## src/rtl/y_path_arbiter_if.sv

```systemverilog
// Handshake bundle between the y-path arbiter and the mul/div/sqr units.
// The units drive requests and done pulses; the arbiter drives the mode selects and status.
interface y_path_arbiter_if;
   logic       req_mul;
   logic       req_div;
   logic       req_sqr;
   logic       done_mul;
   logic       done_div;
   logic       done_sqr;
   logic       sel_mul;
   logic       sel_div;
   logic       sel_sqr;
   logic [1:0] owner;
   logic       busy;
   logic       timeout_err;

   modport master (
      output req_mul, req_div, req_sqr,
      output done_mul, done_div, done_sqr,
      input  sel_mul, sel_div, sel_sqr,
      input  owner, busy, timeout_err
   );

   modport slave (
      input  req_mul, req_div, req_sqr,
      input  done_mul, done_div, done_sqr,
      output sel_mul, sel_div, sel_sqr,
      output owner, busy, timeout_err
   );
endinterface

```

## src/rtl/y_path_arbiter.sv

```systemverilog
// Round-robin arbiter granting the shared y operand register to mul, div or sqr,
// holding the mode select for the whole operation, with a per-grant timeout.
module y_path_arbiter #(
   parameter int TIMEOUT = 16
) (
   input logic             clk,
   input logic             rst,
   y_path_arbiter_if.slave yif
);
   typedef enum logic [1:0] {IDLE, LOAD, RUN, RELEASE} state_t;

   localparam logic [7:0] LAST_CNT = 8'(TIMEOUT - 1);

   state_t     state_q, state_d;
   logic [2:0] sel_q, sel_d;
   logic [1:0] owner_q, owner_d;
   logic       busy_q, busy_d;
   logic       timeout_err_q, timeout_err_d;
   logic [1:0] rr_ptr_q, rr_ptr_d;
   logic [7:0] cnt_q, cnt_d;

   logic [2:0] req;
   logic [2:0] done;
   logic [2:0] req_rot;
   logic [1:0] offset;
   logic [2:0] win_sum;
   logic [1:0] winner;
   logic       owner_done;
   logic       go_release;

   assign req  = {yif.req_sqr, yif.req_div, yif.req_mul};
   assign done = {yif.done_sqr, yif.done_div, yif.done_mul};

   // Rotate requests so bit 0 is the unit rr_ptr currently favours.
   always_comb begin
      case (rr_ptr_q)
         2'd1:    req_rot = {req[0], req[2], req[1]};
         2'd2:    req_rot = {req[1], req[0], req[2]};
         default: req_rot = req;
      endcase
      if (req_rot[0])      offset = 2'd0;
      else if (req_rot[1]) offset = 2'd1;
      else                 offset = 2'd2;
      win_sum = {1'b0, rr_ptr_q} + {1'b0, offset};
      winner  = (win_sum >= 3'd3) ? 2'(win_sum - 3'd3) : win_sum[1:0];
   end

   // Only the current owner's done pulse can end a grant.
   always_comb begin
      case (owner_q)
         2'd1:    owner_done = done[0];
         2'd2:    owner_done = done[1];
         2'd3:    owner_done = done[2];
         default: owner_done = 1'b0;
      endcase
   end

   always_comb begin
      state_d       = state_q;
      sel_d         = sel_q;
      owner_d       = owner_q;
      busy_d        = busy_q;
      timeout_err_d = 1'b0;
      rr_ptr_d      = rr_ptr_q;
      cnt_d         = cnt_q;
      go_release    = 1'b0;

      case (state_q)
         IDLE: begin
            sel_d   = '0;
            owner_d = '0;
            busy_d  = 1'b0;
            cnt_d   = '0;
            if (|req) begin
               state_d  = LOAD;
               sel_d    = 3'b001 << winner;
               owner_d  = winner + 2'd1;
               busy_d   = 1'b1;
               rr_ptr_d = (winner == 2'd2) ? 2'd0 : winner + 2'd1;
            end
         end
         LOAD: begin
            cnt_d = '0;
            if (owner_done) go_release = 1'b1;
            else            state_d    = RUN;
         end
         RUN: begin
            cnt_d = cnt_q + 8'd1;
            if (owner_done) begin
               go_release = 1'b1;
            end else if (cnt_q == LAST_CNT) begin
               go_release    = 1'b1;
               timeout_err_d = 1'b1;
            end
         end
         RELEASE: begin
            state_d = IDLE;
            cnt_d   = '0;
         end
         default: state_d = IDLE;
      endcase

      if (go_release) begin
         state_d = RELEASE;
         sel_d   = '0;
         owner_d = '0;
         busy_d  = 1'b0;
      end
   end

   always_ff @(posedge clk or negedge rst) begin
      if (!rst) begin
         state_q       <= IDLE;
         sel_q         <= '0;
         owner_q       <= '0;
         busy_q        <= 1'b0;
         timeout_err_q <= 1'b0;
         rr_ptr_q      <= 2'd0;
         cnt_q         <= '0;
      end else begin
         state_q       <= state_d;
         sel_q         <= sel_d;
         owner_q       <= owner_d;
         busy_q        <= busy_d;
         timeout_err_q <= timeout_err_d;
         rr_ptr_q      <= rr_ptr_d;
         cnt_q         <= cnt_d;
      end
   end

   assign yif.sel_mul     = sel_q[0];
   assign yif.sel_div     = sel_q[1];
   assign yif.sel_sqr     = sel_q[2];
   assign yif.owner       = owner_q;
   assign yif.busy        = busy_q;
   assign yif.timeout_err = timeout_err_q;
endmodule

```

## src/flat_wrapper.sv

```systemverilog
// flat-port wrapper written by rule: the top's interface ports become plain ports
module y_path_arbiter_flat 
#(
   parameter int TIMEOUT = 16
)
  (clk, rst, yif_req_mul, yif_req_div, yif_req_sqr, yif_done_mul, yif_done_div, yif_done_sqr, yif_sel_mul, yif_sel_div, yif_sel_sqr, yif_owner, yif_busy, yif_timeout_err);
  y_path_arbiter_if yif_i ();
  input logic clk;
  input logic rst;
  input wire logic [$bits(yif_i.req_mul)-1:0] yif_req_mul;
  input wire logic [$bits(yif_i.req_div)-1:0] yif_req_div;
  input wire logic [$bits(yif_i.req_sqr)-1:0] yif_req_sqr;
  input wire logic [$bits(yif_i.done_mul)-1:0] yif_done_mul;
  input wire logic [$bits(yif_i.done_div)-1:0] yif_done_div;
  input wire logic [$bits(yif_i.done_sqr)-1:0] yif_done_sqr;
  output wire logic [$bits(yif_i.sel_mul)-1:0] yif_sel_mul;
  output wire logic [$bits(yif_i.sel_div)-1:0] yif_sel_div;
  output wire logic [$bits(yif_i.sel_sqr)-1:0] yif_sel_sqr;
  output wire logic [$bits(yif_i.owner)-1:0] yif_owner;
  output wire logic [$bits(yif_i.busy)-1:0] yif_busy;
  output wire logic [$bits(yif_i.timeout_err)-1:0] yif_timeout_err;
  assign yif_i.req_mul = yif_req_mul;
  assign yif_i.req_div = yif_req_div;
  assign yif_i.req_sqr = yif_req_sqr;
  assign yif_i.done_mul = yif_done_mul;
  assign yif_i.done_div = yif_done_div;
  assign yif_i.done_sqr = yif_done_sqr;
  assign yif_sel_mul = yif_i.sel_mul;
  assign yif_sel_div = yif_i.sel_div;
  assign yif_sel_sqr = yif_i.sel_sqr;
  assign yif_owner = yif_i.owner;
  assign yif_busy = yif_i.busy;
  assign yif_timeout_err = yif_i.timeout_err;
  y_path_arbiter #(.TIMEOUT(TIMEOUT)) u_core (.clk(clk), .rst(rst), .yif(yif_i));
endmodule
```

## config.mk

```make
export PLATFORM = sky130hd
export DESIGN_NAME = y_path_arbiter_flat
export DESIGN_NICKNAME = d
export VERILOG_FILES = /design/src/rtl/y_path_arbiter_if.sv /design/src/rtl/y_path_arbiter.sv /design/src/flat_wrapper.sv
export SDC_FILE = /design/constraint.sdc
export NUM_CORES = 1
export LEC_CHECK = 0
export ABC_AREA = 1
export CAP_MARGIN = 15
export CORE_MARGIN = 3
export CORE_UTILIZATION = 58
export CTS_CLUSTER_DIAMETER = 150
export CTS_CLUSTER_SIZE = 20
export DETAILED_ROUTE_END_ITERATION = 10
export PLACE_DENSITY = 0.89
export SLEW_MARGIN = 20
export SYNTH_ARGS = -nofsm -noshare
export SYNTH_HDL_FRONTEND = slang
export SYNTH_SLANG_ARGS = --single-unit
```

## constraint.sdc

```tcl
create_clock -name clk -period 8 [get_ports clk]
set_input_delay 2 -clock clk [delete_from_list [all_inputs] [get_ports clk]]
set_output_delay 2 -clock clk [all_outputs]
set_load 0.02 [all_outputs]
```

==> out/qor.yml <==
status:
  status: "complete, no violations"
pwr:
  powerDensity_nw_per_um2: 454.6
  p_leak_nw: 0.6939
  peakVddDrop_v: 0.0004587
logic_synthesis:
  synth_area_um2: 1222
  ys_warn_count: 0
  synth_cell_types: 21
  synth_top_family_by_area: "simple AND/OR/NAND/NOR gates"
  synth_mux_area_frac: 0
  synth_compound_area_frac: 0.07881
  yosysSeqAreaShare: 0.3889
  synthCells: 146
  synth_simple_gate_area_frac: 0.2753
  synthXorXnorAreaFrac: 0.007165
  syn_area_per_cell_um2: 8.373
  synth_fp_nets: 170
  yosys_register_bits: 19
  synth-adder-area-share: 0.1699
timing:
  finalHoldViolCount: 0
  fin_skew_ns: 0.001453
  setup_ws_ns: 3.304
  fin_crit_ns: 4.696
  setup_viol: 0
  period_share: 0.5869
  max_slew_margin: 0.4374
  slew_violations: 0
  worst_slew_pin_slew_ns: 0.8413
  maxClockFrequency_mhz: 213.0
  rsz0062_at_grt: "false"
  finalSetupTns_ns: 0
  finalHoldWorstSlack_ns: 0.4670
critical_path:
  endpoint_kind: "flop"
  crit_required_ns: 8.21
  path_class: "input pin to flop"
  crit_arrival_ns: 4.90
  crit_path_max_fanout: 4
  worst_setup_path_start_kind: "input pin"
routing:
  ant_nets: 0
  vias: 993
  totalWireLength_mm: 2.293
  drtIter0Drc: 14
  wl_per_cell_um: 12.20
  firstDrtPassIters: 4
  viasPerCell: 5.282
  drc_errors: 0
clock_tree:
  postCtsSetupBuffers: 0
  cts_made_buffers: 3
  cts_tree: "built"
  cts_root_buf: "clkbuf_4"
  htreeDepth: 1
  cts_resized: 0
  cts.sinks: 19
  ctsHoldBuffers: 0
  clk_latency_ns: 0.30
  clk_path_buf_depth: 2
  clk_pin_slew_ns: 0.11
global_route:
  grt_max_degree: 20
  track_usage: 0.2050
  overflow: 0
  antenna_found_initial: 0
  grt_pass1_wl_mm: 4.071
  grt_pass1_vias: 978
die:
  io_pins: 15
  die_y_um: 51.91
  core_um2: 1858
  initial_utilization: 0.6579
  num_rows: 15
  die-area_um2: 2695
  fp.dieW_um: 51.91
placed_design:
  gp_congestion: 0.7577
  hpwlAfterDp_mm: 1.821
  port_buffers: 14
  post-place-ws_ns: 2.960
run:
  max_cap_violations: 0
worst_hold_path:
  hp-class: "flop to flop"
layout:
  diodes: 0
  fillers: 149
  synthToLayoutAreaGrowth_pct: 15.35
  nets: 188
  drive_gt1_frac: 0.08589
==> worst paths after layout <==
| path | start | endpoint | slack, ns | cells past startpoint |
|---|---|---|---|---|
| max | yif_req_mul | u_core.yif.owner[1] | 3.30 | 16 |
| min | u_core.cnt_q[0] | u_core.cnt_q[0] | 0.47 | 1 |
| max reg2reg | u_core.rr_ptr_q[0] | u_core.yif.owner[1] | 4.79 | 17 |
| min reg2reg | u_core.cnt_q[0] | u_core.cnt_q[0] | 0.47 | 1 |
| max in group asynchronous | rst | u_core.cnt_q[2] | 5.31 | 1 |
| min in group asynchronous | rst | u_core.cnt_q[7] | 2.17 | 1 |
==> placed cells by master, fill, tap and decap left out <==
master           synthesis  routed
nand2_1                 27      27
inv_1                   23      23
dfrtp_1                 19      19
nand3_1                 16      16
ha_1                    15      15
clkdlybuf4s50_1          0      14
nor2_1                  12      12
o21ai_0                 11      11
a21oi_1                  5       5
nand2_2                  4       4
nand3_2                  3       3
clkbuf_4                 0       3
nand3b_1                 1       1
xor2_1                   1       1
nor2_4                   1       1
nor3b_1                  1       1
nor3_1                   1       1
nor2_2                   1       1
nand3_4                  1       1
o211ai_1                 1       1
o2111ai_1                1       1
fa_1                     1       1
clkinv_2                 0       1
==> layout make-up <==
| type | count | area (um^2) | area share |
|---|---|---|---|
| inverter | 23 | 86.33 | 0.06122 |
| clock inverter | 1 | 5.005 | 0.003549 |
| timing repair buffer | 14 | 140.1 | 0.09938 |
| tap | 25 | 31.28 | 0.02218 |
| sequential | 19 | 475.5 | 0.3372 |
| clock buffer | 3 | 22.52 | 0.01597 |
| multi-input combinational | 103 | 649.4 | 0.4605 |
==> per-layer routing <==
layer  GRT usage  vias up  part of all wire
li1            -      503                 -
met5           0        -                 0
met4      0.1048        0             0.030
met2      0.3640       12              0.51
met1      0.2326      471              0.43
met3     0.03438        7             0.023
==> cells by family after synthesis <==
logic type                 count (synthesis)
adders and majority gates                 16
AOI/OAI and AO/OA                         18
DFF                                       19
xor gates and xnor gates                   1
and+or+nand+nor                           68
buffers and inverters                     24
==> worst max-delay path, cell delays in order <==
cell             delay (ns)
clkdlybuf4s50_1        0.49
inv_1                  0.05
o21ai_0                0.13
o21ai_0                0.13
nor2_1                 0.11
ha_1                   0.14
inv_1                  0.05
fa_1                   0.50
inv_1                  0.06
ha_1                   0.18
nand3b_1               0.19
o21ai_0                0.27
inv_1                  0.15
ha_1                   0.30
nand3_1                0.08
nand2_1                0.05
==> registers in the layout (all words and copies together) (netlist names) <==
register,cells
u_core.yif.timeout_err,1
u_core.rr_ptr_q,2
u_core.cnt_q,8
u_core.yif.owner,2
u_core.state_q,2
u_core.sel_q,3
u_core.yif.busy,1
==> Yosys cell counts (all sizes together) <==
master   number  share of area
ha           15           0.15
buf           1         0.0092
o211ai        1         0.0061
a21oi         5          0.020
nand3b        1         0.0061
nand3        20           0.10
o21ai        11          0.045
nor3b         1         0.0061
nand2        31           0.10
dfrtp        19           0.39
nor3          1         0.0041
xor2          1         0.0072
inv          23          0.071
o2111ai       1         0.0072
nor2         14          0.051
fa            1          0.016
==> metrics by stage <==
step                      cells    util  area, um^2  total power, mW
after global routing        188  0.7589        1410           0.7139
after global placement      184  0.7441        1383           0.5566
final                       188  0.7589        1410           0.6410
after floorplan             146       -        1222           0.4767
after detailed placement    184  0.7441        1383           0.5871
after CTS                   188  0.7589        1410           0.6473
==> power breakdown <==
part	switching (mW)	leakage (nW)	internal [mW]
logic	0.272	0.425	0.171
registers	0.0224	0.251	0.125
clock network	0.0310	0.0177	0.0187
total	0.326	0.694	0.315
(Power assumes the default switching activity.)
